`src/rtl/ascon_round_if.sv`:
```
// Bus bundle for the iterative Ascon round datapath: round operands and controls in, state/tag/cipher out.
// The master drives the inputs, and the slave (the datapath) drives the outputs.
interface ascon_round_if;
  logic [319:0] state_in_i;
  logic [63:0]  data64_i;
  logic [255:0] data256_i;
  logic         input_select_i;
  logic         xorup_select_i;
  logic [1:0]   xordn_select_i;
  logic         ena_reg_i;
  logic         ena_i;
  logic         init_a_i;
  logic         init_b_i;
  logic [3:0]   round_o;
  logic [319:0] state_out_o;
  logic [63:0]  cipher_o;
  logic [127:0] tag_o;

  modport master (
    output state_in_i, data64_i, data256_i, input_select_i, xorup_select_i,
           xordn_select_i, ena_reg_i, ena_i, init_a_i, init_b_i,
    input  round_o, state_out_o, cipher_o, tag_o
  );

  modport slave (
    input  state_in_i, data64_i, data256_i, input_select_i, xorup_select_i,
           xordn_select_i, ena_reg_i, ena_i, init_a_i, init_b_i,
    output round_o, state_out_o, cipher_o, tag_o
  );
endinterface

```
`src/rtl/ascon_round_datapath.sv`:
```
// One Ascon permutation round per clock on a registered 320-bit state, with a 4-bit round counter.
// State and counter update one cycle after their enables; cipher_o is combinational. There is no backpressure.
module ascon_round_datapath (
  input logic          clock_i,
  input logic          resetb_i,
  ascon_round_if.slave bus
);

  logic [319:0] state_q;
  logic [3:0]   round_q;

  logic [319:0] rin;
  logic [63:0]  a0, a1, a2, a3, a4;
  logic [63:0]  b0, b1, b2, b3, b4;
  logic [63:0]  t0, t1, t2, t3, t4;
  logic [63:0]  s0, s1, s2, s3, s4;
  logic [63:0]  l0, l1, l2, l3, l4;
  logic [319:0] lin;
  logic [319:0] dn;

  function automatic logic [63:0] ror(input logic [63:0] x, input int n);
    return (x >> n) | (x << (64 - n));
  endfunction

  assign rin = bus.input_select_i ? state_q : bus.state_in_i;

  // Upstream XOR on x0, then the round constant on the low byte of x2.
  assign a0 = rin[319:256] ^ (bus.xorup_select_i ? bus.data64_i : 64'h0);
  assign a1 = rin[255:192];
  assign a2 = rin[191:128] ^ {56'h0, ~round_q, round_q};
  assign a3 = rin[127:64];
  assign a4 = rin[63:0];

  // Bitsliced form of the 5-bit S-box, applied to all 64 columns at once.
  assign b0 = a0 ^ a4;
  assign b4 = a4 ^ a3;
  assign b2 = a2 ^ a1;
  assign b1 = a1;
  assign b3 = a3;
  assign t0 = b0 ^ (~b1 & b2);
  assign t1 = b1 ^ (~b2 & b3);
  assign t2 = b2 ^ (~b3 & b4);
  assign t3 = b3 ^ (~b4 & b0);
  assign t4 = b4 ^ (~b0 & b1);
  assign s1 = t1 ^ t0;
  assign s0 = t0 ^ t4;
  assign s3 = t3 ^ t2;
  assign s2 = ~t2;
  assign s4 = t4;

  assign l0 = s0 ^ ror(s0, 19) ^ ror(s0, 28);
  assign l1 = s1 ^ ror(s1, 61) ^ ror(s1, 39);
  assign l2 = s2 ^ ror(s2, 1)  ^ ror(s2, 6);
  assign l3 = s3 ^ ror(s3, 10) ^ ror(s3, 17);
  assign l4 = s4 ^ ror(s4, 7)  ^ ror(s4, 41);
  assign lin = {l0, l1, l2, l3, l4};

  assign dn = lin ^ {64'h0, (bus.xordn_select_i[0] ? bus.data256_i : 256'h0)}
                  ^ {319'h0, bus.xordn_select_i[1]};

  always_ff @(posedge clock_i) begin
    if (resetb_i) begin
      state_q <= '0;
    end else if (bus.ena_reg_i) begin
      state_q <= dn;
    end
  end

  always_ff @(posedge clock_i) begin
    if (resetb_i) begin
      round_q <= 4'd0;
    end else if (bus.init_a_i) begin
      round_q <= 4'd0;
    end else if (bus.init_b_i) begin
      round_q <= 4'd6;
    end else if (bus.ena_i) begin
      round_q <= round_q + 4'd1;
    end
  end

  assign bus.round_o     = round_q;
  assign bus.state_out_o = state_q;
  assign bus.tag_o       = state_q[127:0];
  assign bus.cipher_o    = a0;

endmodule

```
`src/flat_wrapper.sv`:
```
// flat-port wrapper written by rule: the top's interface ports become plain ports
module ascon_round_datapath_flat 
  (clock_i, resetb_i, bus_state_in_i, bus_data64_i, bus_data256_i, bus_input_select_i, bus_xorup_select_i, bus_xordn_select_i, bus_ena_reg_i, bus_ena_i, bus_init_a_i, bus_init_b_i, bus_round_o, bus_state_out_o, bus_cipher_o, bus_tag_o);
  ascon_round_if bus_i ();
  input logic clock_i;
  input logic resetb_i;
  input wire logic [$bits(bus_i.state_in_i)-1:0] bus_state_in_i;
  input wire logic [$bits(bus_i.data64_i)-1:0] bus_data64_i;
  input wire logic [$bits(bus_i.data256_i)-1:0] bus_data256_i;
  input wire logic [$bits(bus_i.input_select_i)-1:0] bus_input_select_i;
  input wire logic [$bits(bus_i.xorup_select_i)-1:0] bus_xorup_select_i;
  input wire logic [$bits(bus_i.xordn_select_i)-1:0] bus_xordn_select_i;
  input wire logic [$bits(bus_i.ena_reg_i)-1:0] bus_ena_reg_i;
  input wire logic [$bits(bus_i.ena_i)-1:0] bus_ena_i;
  input wire logic [$bits(bus_i.init_a_i)-1:0] bus_init_a_i;
  input wire logic [$bits(bus_i.init_b_i)-1:0] bus_init_b_i;
  output wire logic [$bits(bus_i.round_o)-1:0] bus_round_o;
  output wire logic [$bits(bus_i.state_out_o)-1:0] bus_state_out_o;
  output wire logic [$bits(bus_i.cipher_o)-1:0] bus_cipher_o;
  output wire logic [$bits(bus_i.tag_o)-1:0] bus_tag_o;
  assign bus_i.state_in_i = bus_state_in_i;
  assign bus_i.data64_i = bus_data64_i;
  assign bus_i.data256_i = bus_data256_i;
  assign bus_i.input_select_i = bus_input_select_i;
  assign bus_i.xorup_select_i = bus_xorup_select_i;
  assign bus_i.xordn_select_i = bus_xordn_select_i;
  assign bus_i.ena_reg_i = bus_ena_reg_i;
  assign bus_i.ena_i = bus_ena_i;
  assign bus_i.init_a_i = bus_init_a_i;
  assign bus_i.init_b_i = bus_init_b_i;
  assign bus_round_o = bus_i.round_o;
  assign bus_state_out_o = bus_i.state_out_o;
  assign bus_cipher_o = bus_i.cipher_o;
  assign bus_tag_o = bus_i.tag_o;
  ascon_round_datapath u_core (.clock_i(clock_i), .resetb_i(resetb_i), .bus(bus_i));
endmodule
```
`config.mk`:
```
export PLATFORM = sky130hd
export DESIGN_NAME = ascon_round_datapath_flat
export DESIGN_NICKNAME = d
export VERILOG_FILES = /design/src/rtl/ascon_round_if.sv /design/src/rtl/ascon_round_datapath.sv /design/src/flat_wrapper.sv
export SDC_FILE = /design/constraint.sdc
export NUM_CORES = 2
export LEC_CHECK = 0
export ABC_AREA = 1
export BUFFER_PORTS_ARGS = -buffer_cell sky130_fd_sc_hd__buf_2
export CAP_MARGIN = 10
export CORE_AREA = 10 10 450 452
export CTS_BUF_LIST = sky130_fd_sc_hd__clkbuf_4 sky130_fd_sc_hd__clkbuf_8
export DETAILED_ROUTE_END_ITERATION = 10
export DIE_AREA = 0 0 460 462
export PLACE_DENSITY = 0.48
export SYNTH_ARGS = -nofsm -noshare
export SYNTH_HDL_FRONTEND = slang
export SYNTH_SLANG_ARGS = --single-unit
```
`constraint.sdc`:
```
create_clock -name clock_i -period 2.35 [get_ports clock_i]
set_input_delay 0.1175 -clock clock_i [delete_from_list [all_inputs] [get_ports clock_i]]
set_output_delay 0.1175 -clock clock_i [all_outputs]
set_load 0.05 [all_outputs]
```
Word-level counts from Yosys, hierarchy flattened:

Cells that the tools add are included.

* output and inout port bits: 516
* flip-flop bits (word level): 324
* logic and storage cells: 59
* input port bits: 650

* reduce and logical (&&, ||, !) cells: 3
* mux-type cells: 5
* bitwise logic cells: 47
* $add $sub $neg: 1

Operators by type and width (count)
* 64-bit XOR: 22
* 64-bit NOT: 6
* 64-bit bitwise AND: 5
* 320-bit 2-to-1 mux: 1
* 320-bit by 1-bit XOR with 320-bit output: 1
* 320-bit by 256-bit XOR with 320-bit output: 1
* 256-bit 2-to-1 mux: 1
* 64-bit 2-to-1 mux: 1
* 23-bit by 64-bit OR with 64-bit output: 1
* 25-bit by 64-bit OR with 64-bit output: 1
* 3-bit by 64-bit OR with 64-bit output: 1
* 36-bit by 64-bit OR with 64-bit output: 1
* 45-bit by 64-bit OR with 64-bit output: 1
* 47-bit by 64-bit OR with 64-bit output: 1
* 54-bit by 64-bit OR with 64-bit output: 1
* 57-bit by 64-bit OR with 64-bit output: 1
* 58-bit by 64-bit OR with 64-bit output: 1
* 63-bit by 64-bit OR with 64-bit output: 1
* 64-bit by 8-bit XOR with 64-bit output: 1
* 3-bit 2-to-1 mux: 2
* 4-bit by 1-bit adder with 4-bit output, second input constant: 1
* 4-bit NOT: 1
* 3-bit OR reduction: 1
* 2-bit nonzero test: 1
* 2-bit OR reduction: 1

Depth between registers and ports, before layout:

* depth after elaboration: 12
* depth in mapped cells: 23
* mapped depth without buffers: 20

Worst setup path after synthesis:

OpenSTA, ideal clock, no wires.

* kind: register to register
* start: register u_core.state_q[207], in the netlist u_core.bus.state_out_o[207]
* end: register u_core.state_q[79], in the netlist u_core.bus.state_out_o[79]
* library setup time: 0.067 ns
* path slack: -0.285 ns
* stages on the path, launching flop included: 14
* period minus slack after synthesis: 2.635 ns
* data arrival time: 2.568 ns
* path through: dfxtp_1 inv_1 nand2_1 o21a_1 inv_1 ha_1 xnor2_1 xnor2_1 inv_1 nand3_1 nand2_1 xor2_1 or2_1 a21oi_2

* cells in the longest elaborated chain, start to end: 8

RTL lines
* start, declared: line ascon_round_datapath.sv:9 `logic [319:0] state_q;`
* start signal, assigned: line ascon_round_datapath.sv:65 `state_q <= dn;`
* 320-bit 2-to-1 mux: line ascon_round_datapath.sv:25 `assign rin = bus.input_select_i ? state_q : bus.state_in_i;`
* 64-bit XOR: line ascon_round_datapath.sv:37 `assign b2 = a2 ^ a1;`
* 64-bit XOR: line ascon_round_datapath.sv:42 `assign t2 = b2 ^ (~b3 & b4);`
* 64-bit XOR: line ascon_round_datapath.sv:47 `assign s3 = t3 ^ t2;`
* 64-bit XOR (2 in a row): line ascon_round_datapath.sv:54 `assign l3 = s3 ^ ror(s3, 10) ^ ror(s3, 17);`
* 320-bit by 256-bit XOR with 320-bit output: line ascon_round_datapath.sv:58 `assign dn = lin ^ {64'h0, (bus.xordn_select_i[0] ? bus.data256_i : 256'h0)}`
* 320-bit by 1-bit XOR with 320-bit output: line ascon_round_datapath.sv:59 `^ {319'h0, bus.xordn_select_i[1]};`

No other way between the ends.
A chain may end at the register's enable or synchronous reset.

Final worst setup path:

* start: register u_core.state_q[134], in the netlist u_core.bus.state_out_o[134]
* end: register u_core.state_q[124], in the netlist u_core.bus.state_out_o[124]

* cells in the longest elaborated chain, start to end: 10

RTL lines
* 320-bit 2-to-1 mux: line ascon_round_datapath.sv:25
* 64-bit by 8-bit XOR with 64-bit output: line ascon_round_datapath.sv:30 `assign a2 = rin[191:128] ^ {56'h0, ~round_q, round_q};`
* 64-bit XOR: line ascon_round_datapath.sv:37
* 64-bit XOR: line ascon_round_datapath.sv:42
* 64-bit XOR: line ascon_round_datapath.sv:47
* 54-bit by 64-bit OR with 64-bit output: line ascon_round_datapath.sv:22 `return (x >> n) | (x << (64 - n));`
* 64-bit XOR (2 in a row): line ascon_round_datapath.sv:54
* 320-bit by 256-bit XOR with 320-bit output: line ascon_round_datapath.sv:58
* 320-bit by 1-bit XOR with 320-bit output: line ascon_round_datapath.sv:59

No other way between the ends.

==> results.md <==
* Status: complete, but fails checks
* Violated checks: setup timing
* Min Hold Slack at 0.02333 ns
* Arr. time, crit path at 3.41 ns
* First-pass GRT wire length at 565500 um
* Residual DRC at 0
* Top post-synthesis cells by area: nand2_1 33%, dfxtp_1 14%, nand3_1 9.6%
* Crit end category: register
* Clock slew at reported path FFs at 0.06 ns
* Slew @ Worst Pin at 0.9016 ns
* Synthesized cell area at 0.04509 mm^2
* CTS tree: yes
* Synth Flop Type: dfxtp_1
* FMAX at 0.3777 GHz
* Slowest CP cell: dfxtp_2
* Switching part of the total power at 56.90%
* Worst Hold Class: in2reg
* Crit path cell chain: inv_2, o21ai_4, xor2_1, buf_4, ha_4, or2_4, nand2_2, nand3_2, nand2_2, buf_12, clkinvlp_4, nand2_2, nand2_1, nand2_1, nand3_2, nand2_1, inv_1
* GPL Wtd Cong at 1.022
* Fillers at 20.68k
* CTS Buffer Depth at 3
* Hpwl dp at 383100 um
* Largest net degree at the start of global routing at 84
* GRT Total Usage at 39.02%
* Worst skew pair latency at 0.91 ns
* Leakage at 46.83 nW
* Num ports at 1166
* Period utilization at 112.7%
* Post-synth net total at 9257
* Cell area power density at 1202 mW/mm^2
* H-tree Lvls at 3
* Die Width at 460 um
* Pins over their slew limit at 0
* Vias in the first global route at 65.47k
* Post-synthesis sequential area ratio at 14.38%
* Area Growth Syn to Fin at 90.60%
* Wire length per cell at 30.75 um
* ANT nets after route at 0
* Post-synth EDFFs at 0
* Share of cells above drive strength 1 at 45.90%
* Pint at 44.51 mW
* Nets at 12.48k
* GRT overflow at 0
* CP Max Fanout at 3
* # rows at 162
* Total power at 103.3 mW
* Critical path class: reg2reg
* DRT iter0 DRCs at 7419
* Flop pwr share at 8.0%
* Initial Util at 23.27%
* Iteration count of the initial detailed-routing pass at 6
* Max-cap violations at 0
* Clk_skew at 0.07227 ns
* Via count at 71.24k
* Vias per cell at 4.970
* Cell taking the most area after synthesis: nand2_1
* RSZ-0062 raised after global routing: true
* CP Launch Type: register
* NetSw at 58.76 mW
* Asr flop ratio synth at 0%
* Root Driver: clkbuf_8
* Num CTS Buffers at 86
* Tmin final at 2.648 ns
* Clock group share of total power at 9.0%
* Die Y at 462 um
* Logic gate share of total power at 83.0%
* Fin worst setup slack at -0.2979 ns
* Area share of the largest cell type after synthesis at 32.97%
* Worst Path Required at 3.11 ns
* Initial antenna violation count at 47
* Mapped Avg Cell Area at 5.319 um^2
* Synth warn at 0
* Max incr delay on CP at 0.33 ns
* Worst slew margin at 39.89%
* Final Hold Fails at 0
* Setup violations, final at 30
* Post-synth cell types at 47
* Post-synthesis register bit count at 324
* Syn Inst Count at 8478
* Routed Wire Length at 440800 um
* Total die area at 0.2125 mm^2
* Total clock sinks at 324
* Area of the core at 0.1938 mm^2
* Worst VDD drop at 589.7 uV
* Buffers added on ports at 1165
-- power groups by stage --
stage	clock [mW]	combinational (mW)	sequential [mW]
5_1_grt	9.51	88.9	8.33
6_report	9.27	85.7	8.26
3_3_place_gp	0	73.2	8.11
2_1_floorplan	0	27.8	12.4
4_1_cts	9.40	78.2	8.08
3_5_place_dp	0	73.3	8.10
-- critical path: cells and delay by family (launching register included) --
kind,cells,cell delay (ns)
XOR/XNOR,1,0.18
buffers and inverters,5,0.70
AO/OA/AOI/OAI,1,0.15
adder cells (fa/ha/maj),1,0.22
flip-flops,1,0.33
AND/OR/NAND/NOR,9,0.92
-- area by class of cell --
class / count / area [um^2] / area share, %
multi-input combinational: 6770 / 41210 / 47.95
timing repair buffer: 3490 / 28700 / 33.39
sequential: 324 / 6784 / 7.894
inverter: 1025 / 4065 / 4.730
tap: 2542 / 3181 / 3.701
clock buffer: 142 / 1798 / 2.092
clock inverter: 16 / 153.9 / 0.1791
antenna: 24 / 60.06 / 0.06988
-- cell usage after synthesis, types with 2 or more instances --
cell	count
a21boi_1	3
or2_4	2
a21o_1	2
o21ai_0	280
buf_2	27
or2_1	34
nand3_1	869
inv_2	34
xnor2_1	210
nor3_1	2
or2_2	19
clkbuf_4	2
nor2_1	263
buf_4	143
nand3_2	36
a21oi_1	261
nand4_1	56
xor2_2	2
buf_8	10
xor2_1	218
o21ai_2	83
inv_1	989
mux2i_4	2
ha_1	129
o21ai_1	147
nand2_1	3961
dfxtp_1	324
clkbuf_1	119
or2_0	14
xnor2_2	15
nand2_2	74
nand3b_1	36
o211ai_1	5
nand2_4	2
buf_6	37
buf_1	17
a21oi_2	3
o21a_1	38
buf_12	2
-- repair_timing --
| item | in CTS | in global routing |
|---|---|---|
| setup buffers | 83 | 133 |
| hold buffers | 249 | 0 |
| pin swaps | 254 | 609 |
| hold endpoints to repair | 268 | 0 |
| setup endpoints to repair | 296 | 265 |
| gates resized for setup | 935 | 1438 |
-- sequential cells by signal (all words and copies together), names as in the netlist --
signal                  cells
u_core.bus.round_o          4
u_core.bus.state_out_o    320
-- kinds of logic after synthesis --
group	Yosys count	synth area share, %
AOI/OAI and AO/OA	824	10.16
xor gates and xnor gates	445	8.926
adders and majority gates	129	3.579
buffers and inverters	1384	13.78
DFF	324	14.38
muxes	2	0.09988
and+or+nand+nor	5370	49.08
-- layer usage --
metal	vias to the layer above	global-route usage [%]	wire [um]
met4	12	20.38	29730
met3	638	6.948	38400
met1	34300	51.90	186300
met2	3487	59.94	186200
li1	32810	-	-
met5	-	0	86
-- metrics by stage --
stage	worst slack [ns]	TNS (ns)	cell area, um^2	cells	util [%]
final	-0.2979	-3.385	85940	14330	44.35
after global routing	-0.3026	-6.040	85900	14320	44.33
after CTS	-0.2732	-3.197	79670	14210	41.11
after detailed placement	-1.050	-178.91	71150	13730	36.72
after global placement	-1.016	-174.01	71150	13730	36.72
after floorplan	-0.09310	-0.09310	45910	8478	-
-- layout by cell type, fill, tap and decap left out, types with 220 or more instances in the layout --
cell and n:
buf_4 1685, nand2_1 3146, dlygate4sd3_1 249, buf_2 1097, inv_1 836, a21oi_1 251, nand2_4 220, nand2_2 647
buf_12 323, nand3_1 691, nor2_1 246
-- worst paths after layout --
| kind | startpoint | endpoint | slack [ns] | depth (start not counted) |
|---|---|---|---|---|
| hold / removal | bus_data256_i[46] | u_core.bus.state_out_o[46] | 0.02 | 7 |
| setup / recovery | u_core.bus.state_out_o[134] | u_core.bus.state_out_o[124] | -0.30 | 17 |
| setup reg to reg | u_core.bus.state_out_o[134] | u_core.bus.state_out_o[124] | -0.30 | 17 |
| hold reg to reg | u_core.bus.state_out_o[247] | u_core.bus.state_out_o[247] | 0.56 | 2 |
No activity file was read; power rests on OpenSTA's default activity.
